[config.mk]
export PLATFORM = sky130hd
export DESIGN_NAME = addsub_seq_ctrl_flat
export DESIGN_NICKNAME = d
export VERILOG_FILES = /design/src/rtl/addsub_pkg.sv /design/src/rtl/addsub_seq_ctrl_if.sv /design/src/rtl/addsub_slice.sv /design/src/rtl/addsub_seq_ctrl.sv /design/src/flat_wrapper.sv
export SDC_FILE = /design/constraint.sdc
export NUM_CORES = 1
export LEC_CHECK = 0
export CORE_AREA = 2 2 96 98
export DETAILED_ROUTE_END_ITERATION = 7
export DIE_AREA = 0 0 98 100
export PLACE_DENSITY = 0.5
export SYNTH_ARGS = -nofsm -noshare
export SYNTH_HDL_FRONTEND = slang
export SYNTH_SLANG_ARGS = --single-unit
[constraint.sdc]
create_clock -name clk -period 3.9 [get_ports clk]
set_input_delay 0.78 -clock clk [delete_from_list [all_inputs] [get_ports clk]]
set_output_delay 0.78 -clock clk [all_outputs]
set_load 0.05 [all_outputs]
[src/rtl/addsub_pkg.sv]
// Shared types and defaults for the word-serial add/sub controller.
// ADDSUB_OVF_EN (optional) enables the signed-overflow output.
package addsub_pkg;

  typedef enum logic [1:0] {
    IDLE = 2'd0,
    RUN  = 2'd1,
    DONE = 2'd2
  } addsub_state_t;

  localparam int ADDSUB_N_DEF     = 4;
  localparam int ADDSUB_WORDS_DEF = 4;

  // Word index never collapses to zero bits, even for a single-word operand.
  function automatic int addsub_idx_w(input int words);
    return (words > 1) ? $clog2(words) : 1;
  endfunction

endpackage

[src/rtl/addsub_seq_ctrl_if.sv]
// Start/result handshake bundle for addsub_seq_ctrl; ovf exists only with ADDSUB_OVF_EN.
// slave = the controller side, master = the requester/consumer side.
interface addsub_seq_ctrl_if
  import addsub_pkg::*;
#(
  parameter int N     = ADDSUB_N_DEF,
  parameter int WORDS = ADDSUB_WORDS_DEF
);
  logic                 start_valid;
  logic                 start_ready;
  logic                 M;
  logic [N*WORDS-1:0]   A;
  logic [N*WORDS-1:0]   B;
  logic                 res_valid;
  logic                 res_ready;
  logic [N*WORDS-1:0]   S;
  logic                 Cout;
  logic                 busy;
`ifdef ADDSUB_OVF_EN
  logic                 ovf;
`endif

  modport slave (
    input  start_valid, M, A, B, res_ready,
`ifdef ADDSUB_OVF_EN
    output ovf,
`endif
    output start_ready, res_valid, S, Cout, busy
  );

  modport master (
    output start_valid, M, A, B, res_ready,
`ifdef ADDSUB_OVF_EN
    input  ovf,
`endif
    input  start_ready, res_valid, S, Cout, busy
  );
endinterface

[src/rtl/addsub_slice.sv]
// Combinational N-bit ripple add/sub slice: sum = a + (b ^ m) + cin.
// msb_cin is the carry into the top bit, used for signed overflow.
module addsub_slice #(
  parameter int N = 4
) (
  input  logic [N-1:0] a,
  input  logic [N-1:0] b,
  input  logic         m,
  input  logic         cin,
  output logic [N-1:0] sum,
  output logic         cout,
  output logic         msb_cin
);
  logic [N:0]   c;
  logic [N-1:0] bx;

  always_comb begin
    bx   = b ^ {N{m}};
    sum  = '0;
    c    = '0;
    c[0] = cin;
    for (int k = 0; k < N; k++) begin
      sum[k]   = a[k] ^ bx[k] ^ c[k];
      c[k+1]   = (a[k] & bx[k]) | (c[k] & (a[k] ^ bx[k]));
    end
  end

  assign cout    = c[N];
  assign msb_cin = c[N-1];
endmodule

[src/rtl/addsub_seq_ctrl.sv]
// Word-serial add/sub: one N-bit word per cycle, result WORDS cycles after accept,
// held in DONE until res_ready. ADDSUB_OVF_EN adds a registered signed-overflow flag.
module addsub_seq_ctrl
  import addsub_pkg::*;
#(
  parameter int N     = ADDSUB_N_DEF,
  parameter int WORDS = ADDSUB_WORDS_DEF
) (
  input  logic                clk,
  input  logic                rst_n,
  addsub_seq_ctrl_if.slave    bus
);
  localparam int IW = addsub_idx_w(WORDS);

  addsub_state_t                state;
  logic [IW-1:0]                idx;
  logic [WORDS-1:0][N-1:0]      a_q;
  logic [WORDS-1:0][N-1:0]      b_q;
  logic [WORDS-1:0][N-1:0]      s_q;
  logic                         m_q;
  logic                         carry_q;
  logic                         cout_q;
  logic                         start_ready_q;
  logic                         res_valid_q;
  logic                         busy_q;

  logic [N-1:0] sum_w;
  logic         cin_w;
  logic         cout_w;
  logic         msb_cin_w;

  assign cin_w = (idx == '0) ? m_q : carry_q;

  addsub_slice #(.N(N)) u_slice (
    .a       (a_q[idx]),
    .b       (b_q[idx]),
    .m       (m_q),
    .cin     (cin_w),
    .sum     (sum_w),
    .cout    (cout_w),
    .msb_cin (msb_cin_w)
  );

`ifdef ADDSUB_OVF_EN
  logic ovf_q;
  always_ff @(posedge clk) begin
    if (!rst_n)
      ovf_q <= 1'b0;
    else if (state == RUN && idx == IW'(WORDS - 1))
      ovf_q <= msb_cin_w ^ cout_w;
  end
  assign bus.ovf = ovf_q;
`else
  logic msb_cin_unused;
  assign msb_cin_unused = msb_cin_w;
`endif

  always_ff @(posedge clk) begin
    if (!rst_n) begin
      state         <= IDLE;
      idx           <= '0;
      a_q           <= '0;
      b_q           <= '0;
      s_q           <= '0;
      m_q           <= 1'b0;
      carry_q       <= 1'b0;
      cout_q        <= 1'b0;
      start_ready_q <= 1'b1;
      res_valid_q   <= 1'b0;
      busy_q        <= 1'b0;
    end else begin
      case (state)
        IDLE: begin
          if (bus.start_valid && start_ready_q) begin
            a_q           <= bus.A;
            b_q           <= bus.B;
            m_q           <= bus.M;
            idx           <= '0;
            start_ready_q <= 1'b0;
            busy_q        <= 1'b1;
            state         <= RUN;
          end
        end
        RUN: begin
          s_q[idx] <= sum_w;
          carry_q  <= cout_w;
          if (idx == IW'(WORDS - 1)) begin
            cout_q      <= cout_w;
            res_valid_q <= 1'b1;
            state       <= DONE;
          end else begin
            idx <= idx + 1'b1;
          end
        end
        DONE: begin
          // Returning to IDLE here keeps start_ready low during the handshake cycle.
          if (bus.res_ready) begin
            res_valid_q   <= 1'b0;
            busy_q        <= 1'b0;
            start_ready_q <= 1'b1;
            state         <= IDLE;
          end
        end
        default: state <= IDLE;
      endcase
    end
  end

  assign bus.start_ready = start_ready_q;
  assign bus.res_valid   = res_valid_q;
  assign bus.busy        = busy_q;
  assign bus.S           = s_q;
  assign bus.Cout        = cout_q;
endmodule

[src/flat_wrapper.sv]
// flat-port wrapper written by rule: the top's interface ports become plain ports
module addsub_seq_ctrl_flat import addsub_pkg::*;
#(
  parameter int N     = ADDSUB_N_DEF,
  parameter int WORDS = ADDSUB_WORDS_DEF
)
  (clk, rst_n, bus_start_valid, bus_M, bus_A, bus_B, bus_res_ready, bus_start_ready, bus_res_valid, bus_S, bus_Cout, bus_busy);
  addsub_seq_ctrl_if #(.N(N), .WORDS(WORDS)) bus_i ();
  input  logic clk;
  input  logic rst_n;
  input wire logic [$bits(bus_i.start_valid)-1:0] bus_start_valid;
  input wire logic [$bits(bus_i.M)-1:0] bus_M;
  input wire logic [$bits(bus_i.A)-1:0] bus_A;
  input wire logic [$bits(bus_i.B)-1:0] bus_B;
  input wire logic [$bits(bus_i.res_ready)-1:0] bus_res_ready;
  output wire logic [$bits(bus_i.start_ready)-1:0] bus_start_ready;
  output wire logic [$bits(bus_i.res_valid)-1:0] bus_res_valid;
  output wire logic [$bits(bus_i.S)-1:0] bus_S;
  output wire logic [$bits(bus_i.Cout)-1:0] bus_Cout;
  output wire logic [$bits(bus_i.busy)-1:0] bus_busy;
  assign bus_i.start_valid = bus_start_valid;
  assign bus_i.M = bus_M;
  assign bus_i.A = bus_A;
  assign bus_i.B = bus_B;
  assign bus_i.res_ready = bus_res_ready;
  assign bus_start_ready = bus_i.start_ready;
  assign bus_res_valid = bus_i.res_valid;
  assign bus_S = bus_i.S;
  assign bus_Cout = bus_i.Cout;
  assign bus_busy = bus_i.busy;
  addsub_seq_ctrl #(.N(N), .WORDS(WORDS)) u_core (.clk(clk), .rst_n(rst_n), .bus(bus_i));
endmodule
# After elaboration in Yosys (flattened, before gate mapping)

Cells that the tools add are included.

Bits in registers: 58
Output and inout bits: 20
Word-level logic and storage cells: 87

Add/subtract/negate cells: 1
Magnitude comparators: 2
Equality and inequality tests: 7
Mux-type cells: 23
Bitwise operators: 21
Reductions and logical operators: 13

Operators by type and width:

| kind                | count |
|---|---|
| $bmux 4 s2          | 2 |
| $bwmux 16           | 1 |
| $mux 4              | 3 |
| $reduce_and 3->1    | 4 |
| $mux 2              | 5 |
| $and 1x1->1         | 8 |
| $demux 4 s2         | 1 |
| $xor 1x1->1         | 8 |
| $mux 1              | 6 |
| $pmux 1 s2          | 3 |
| $pmux 2 s3          | 1 |
| $reduce_bool 2->1   | 3 |
| $eq 2x2->1 const B  | 2 |
| $logic_not 2->1     | 2 |
| $ne 2x1->1 const B  | 2 |
| $ne 2x2->1 const B  | 2 |
| $or 1x1->1          | 4 |
| $pmux 2 s2          | 1 |
| $reduce_and 2->1    | 2 |
| $xor 4x4->4         | 1 |
| $lt 2x3->1 const B  | 1 |
| $add 2x1->2 const B | 1 |
| $eq 2x1->1 const B  | 1 |
| $ge 2x1->1 const B  | 1 |
| $logic_and 1x1->1   | 2 |

# Longest topological paths before layout

Depth in word-level cells: 12
Mapped depth: 13

# Cells and area by module

Synthesis repeated with hierarchy kept, for this count alone.

Cells, all modules: 274
Area, all modules: 2751.4 sq um

By module, submodules not included:

| module          | times used | cells each | area each (sq um) |
|---|---|---|---|
| addsub_seq_ctrl | 1          | 258        | 2606.2 |
| addsub_slice    | 1          | 16         | 145.1 |

# Worst setup path before layout

OpenSTA, ideal clock, no wires.

Kind: reg2reg
Start: register u_core.idx[0]
End: register u_core.s_q (netlist bit u_core.bus.S[11])
Library setup time: 0.128 ns
Arrival: 2.844 ns
Data required time: 3.772 ns
Path slack: 0.929 ns
Stages on the path, launching flop included: 13
Period minus slack after synthesis: 2.971 ns
Path through: dfxtp_1 buf_6 mux4_2 xnor2_1 fa_1 inv_1 fa_1 inv_1 fa_1 inv_1 fa_1 mux2i_1 nor2_1

Word-level cells in the longest chain between the ends: 12
Elaborated cells between the ends (all ways): 27

RTL lines:

| what                            | line                  | text |
|---|---|---|
| from (decl)                     | addsub_seq_ctrl.sv:16 | `logic [IW-1:0] idx;` |
| from (signal assigned)          | addsub_seq_ctrl.sv:92 | `idx <= idx + 1'b1;` |
| $bmux 4 s2                      | addsub_seq_ctrl.sv:36 | `.b (b_q[idx]),` |
| $mux 4 (not written as such)    | addsub_seq_ctrl.sv:36 |  |
| $xor 4x4->4                     | addsub_slice.sv:18    | `bx = b ^ {N{m}};` |
| $xor 1x1->1                     | addsub_slice.sv:24    | `c[k+1] = (a[k] & bx[k]) \| (c[k] & (a[k] ^ bx[k]));` |
| $and 1x1->1                     | addsub_slice.sv:24    |  |
| $or 1x1->1                      | addsub_slice.sv:24    |  |
| $and 1x1->1                     | addsub_slice.sv:24    |  |
| $or 1x1->1                      | addsub_slice.sv:24    |  |
| $and 1x1->1                     | addsub_slice.sv:24    |  |
| $or 1x1->1                      | addsub_slice.sv:24    |  |
| $xor 1x1->1 (*)                 | addsub_slice.sv:23    | `sum[k] = a[k] ^ bx[k] ^ c[k];` |
| via u_core.sum_w[3]             | addsub_seq_ctrl.sv:27 | `logic [N-1:0] sum_w;` |
| $bwmux 16 (*)                   | addsub_seq_ctrl.sv:85 | `s_q[idx] <= sum_w;` |
| to (signal, indexed assignment) | addsub_seq_ctrl.sv:85 |  |
| to (decl)                       | addsub_seq_ctrl.sv:19 | `logic [WORDS-1:0][N-1:0] s_q;` |

The timed path passes the listed nets; every way through them passes the cells marked *. The select of a mux whose other input is x is not followed.
A chain may end at the register's enable or synchronous reset.

# Final worst setup path

Start: register u_core.idx[1]
End: register u_core.s_q (netlist bit u_core.bus.S[3])

Same word-level chain as after synthesis.

==> impl_metrics.json <==
{
  "status": "complete, no violations",
  "gp_congestion": 0.689,
  "ys_seq_area_frac": 0.454,
  "synth_nets": 319,
  "cpLargestDelayFamily": "adder cells",
  "nets": 368,
  "end_kind": "flop",
  "io_buffers": 56,
  "routed_wl_um": 5630,
  "power_density_nw_per_um2": 433,
  "grt.total_usage": 0.125,
  "postCtsSetupRepairBufs": 0,
  "syn_avg_cell_area_um2": 9.32,
  "drv_slew": 0,
  "clkSinkCount": 58,
  "max_stage_delay_ns": 0.64,
  "crit_fanout": 11,
  "die_y_um": 100,
  "syn_inst": 274,
  "yosysWarnings": 0,
  "multiInputGateArea_um2": 1220,
  "period_needed_ns": 3.09,
  "dieArea_um2": 9800,
  "p_total_mw": 1.45,
  "antennaDiodeCount": 0,
  "grt_pass1_vias": 1988,
  "fmax_ghz": 0.324,
  "synth_cell_types": 33,
  "skew_ns": 0.00281,
  "num-fill-cells": 923,
  "grt_pass1_wl_um": 9630,
  "drive_gt1_frac": 0.107,
  "h-tree-depth": 3,
  "routedWlPerCell_um": 12.8,
  "rows": 35,
  "core_area_um2": 8890,
  "worstHoldPathType": "reg2reg",
  "cts-root-buf": "clkbuf_8",
  "setup_viol": 0,
  "relSlewSlack": 0.651,
  "gr-total-overflow": 0,
  "rsz0062_at_grt": "false",
  "viasPerCell": 4.39,
  "initial_utilization": 0.287,
  "numCtsBuffers": 9,
  "cp_num_buf_inv": 3,
  "drtPass1Iterations": 4,
  "cts_tree": "done",
  "clock_latency_ns": 0.33,
  "cp_cell_sequence": "mux4_2 -> xnor2_1 -> fa_1 -> inv_1 -> fa_1 -> inv_1 -> fa_1 -> inv_1 -> fa_1 -> mux2i_1 -> nor2_1",
  "ir_drop_mv": 0.129,
  "finalNonFillerCells": 438,
  "cpMostUsedCell": "fa_1",
  "path_clk_slew_ns": 0.06,
  "io_pins": 57,
  "syn_area_um2": 2550,
  "cp.arrival_ns": 3.29,
  "cts_buffer_depth": 2,
  "cp.required_ns": 4.10,
  "crit_path_start_kind": "flop",
  "worst_path_max_delay_cell": "dfxtp_1",
  "worstSetupPathType": "reg2reg",
  "drcViolationCount": 0,
  "ant_nets": 0,
  "vias": 1925,
  "dp_cells": 423,
  "pre_cts_slack_ns": 0.777,
  "worst_pin_slew_ns": 0.524,
  "timing.final.crit_share": 0.792,
  "tns_ns": 0,
  "cts_hold_buf": 0,
  "antenna_found_initial": 0,
  "die_x_um": 98,
  "setup_slack_ns": 0.810,
  "drv_cap": 0,
  "final-hold-violation-count": 0,
  "grt_max_degree": 46,
  "seqCellArea_um2": 1160,
  "ys_ff_latch": 58,
  "cts_resized": 0,
  "dp_hpwl_um": 4040,
  "leakagePower_nw": 1.21,
  "synthToLayoutAreaGrowth_pct": 31.3,
  "first_iter_violations": 81
}
-- cells by family (layout without fill, tap and decap cells) --
family,count (synthesis),count (layout),share of synthesized area
buffers and inverters,32,85,0.0744
AOI/OAI and AO/OA,53,53,0.127
adders and majority gates,8,8,0.0509
DFF,58,58,0.454
muxes,18,18,0.110
and+or+nand+nor,101,101,0.170
xor gates and xnor gates,4,4,0.0137
-- per-stage QoR --
step	hold WS, ns	util	instance area, µm²
detailed placement	0.447	0.354	3150
global route	0.473	0.377	3350
floorplan	0.433	-	2550
CTS	0.456	0.377	3350
finish	0.454	0.377	3350
global placement	0.444	0.354	3150
-- placed cells by master, fill, tap and decap left out, types with 2 or more instances in the layout --
master / netlist / final
a211oi_1: 9 / 9
a21oi_1: 31 / 31
a21oi_2: 7 / 7
and3b_1: 4 / 4
buf_4: 5 / 5
clkbuf_8: 0 / 12
clkdlybuf4s50_1: 0 / 56
dfxtp_1: 58 / 58
fa_1: 4 / 4
ha_1: 4 / 4
inv_1: 9 / 8
mux2i_1: 10 / 10
mux4_2: 8 / 8
nand2_1: 67 / 67
nand3_1: 2 / 2
nor2_1: 20 / 20
o21ai_0: 2 / 2
o31ai_1: 2 / 2
xnor2_1: 2 / 2
xor2_1: 2 / 2
-- metal layers --
metal	vias up	wire [µm]	global-route usage
met5	-	0	0
met4	0	84	0.0513
met3	8	262	0.0390
met2	44	2560	0.191
met1	863	2720	0.163
li1	1010	-	-
-- flip-flops by register name (all words and copies together) (netlist names) --
| register | cells |
|---|---|
| u_core.a_q | 16 |
| u_core.b_q | 16 |
| u_core.bus.Cout | 1 |
| u_core.bus.S | 16 |
| u_core.bus.busy | 1 |
| u_core.bus.res_valid | 1 |
| u_core.bus.start_ready | 1 |
| u_core.carry_q | 1 |
| u_core.idx | 2 |
| u_core.m_q | 1 |
| u_core.state | 2 |
-- where the power goes --
part | internal [mW] | switching, mW
clock | 0.343 | 0.225
sequential | 0.625 | 0.0222
combinational | 0.109 | 0.127
-- worst register-to-register path, delay by kind of cell (launching register included) --
kind          cells  cell delay, ns
xor+xnor          1            0.16
mux               2            0.56
flops             1            0.64
buf+inv           3            0.20
fa+ha+maj         4            1.34
simple gates      1            0.06
-- area by class of cell --
class	instances	share of cell area
clock inverters	2	0.0104
clock buffers	13	0.0504
repair buffers	61	0.178
flip-flops and latches	58	0.346
multi-input cells	184	0.363
inverters	9	0.0101
well taps	111	0.0414
-- Yosys cell counts --
cell / number / area (µm²)
nand2_1: 67 / 251
dfxtp_1: 58 / 1160
a21oi_1: 31 / 155
nor2_1: 20 / 75.1
mux2i_1: 10 / 100
a211oi_1: 9 / 67.6
inv_1: 9 / 33.8
buf_2: 8 / 40.0
mux4_2: 8 / 180
a21oi_2: 7 / 61.3
buf_4: 5 / 37.5
clkbuf_1: 5 / 18.8
and3b_1: 4 / 35.0
fa_1: 4 / 80.1
ha_1: 4 / 50.1
buf_8: 3 / 45.0
nand3_1: 2 / 10.0
o21ai_0: 2 / 10.0
o31ai_1: 2 / 15.0
xnor2_1: 2 / 17.5
xor2_1: 2 / 17.5
a2bb2oi_1: 1 / 8.76
a31oi_1: 1 / 6.26
and2_1: 1 / 6.26
buf_1: 1 / 3.75
buf_6: 1 / 11.3
nand2b_1: 1 / 6.26
nand3b_1: 1 / 7.51
nand4bb_1: 1 / 11.3
nor3b_1: 1 / 7.51
nor4bb_1: 1 / 10.0
or2_1: 1 / 6.26
or2b_1: 1 / 7.51
-- worst paths after layout --
check | slack, ns | startpoint | to | cells past startpoint
worst max-delay path | 0.81 | u_core.idx[1] | u_core.bus.S[3] | 11
worst min-delay path | 0.45 | u_core.b_q[7] | u_core.b_q[7] | 2
worst max register to register | 0.81 | u_core.idx[1] | u_core.bus.S[3] | 11
worst min register to register | 0.45 | u_core.b_q[7] | u_core.b_q[7] | 2
No activity file was read; power rests on OpenSTA's default activity.
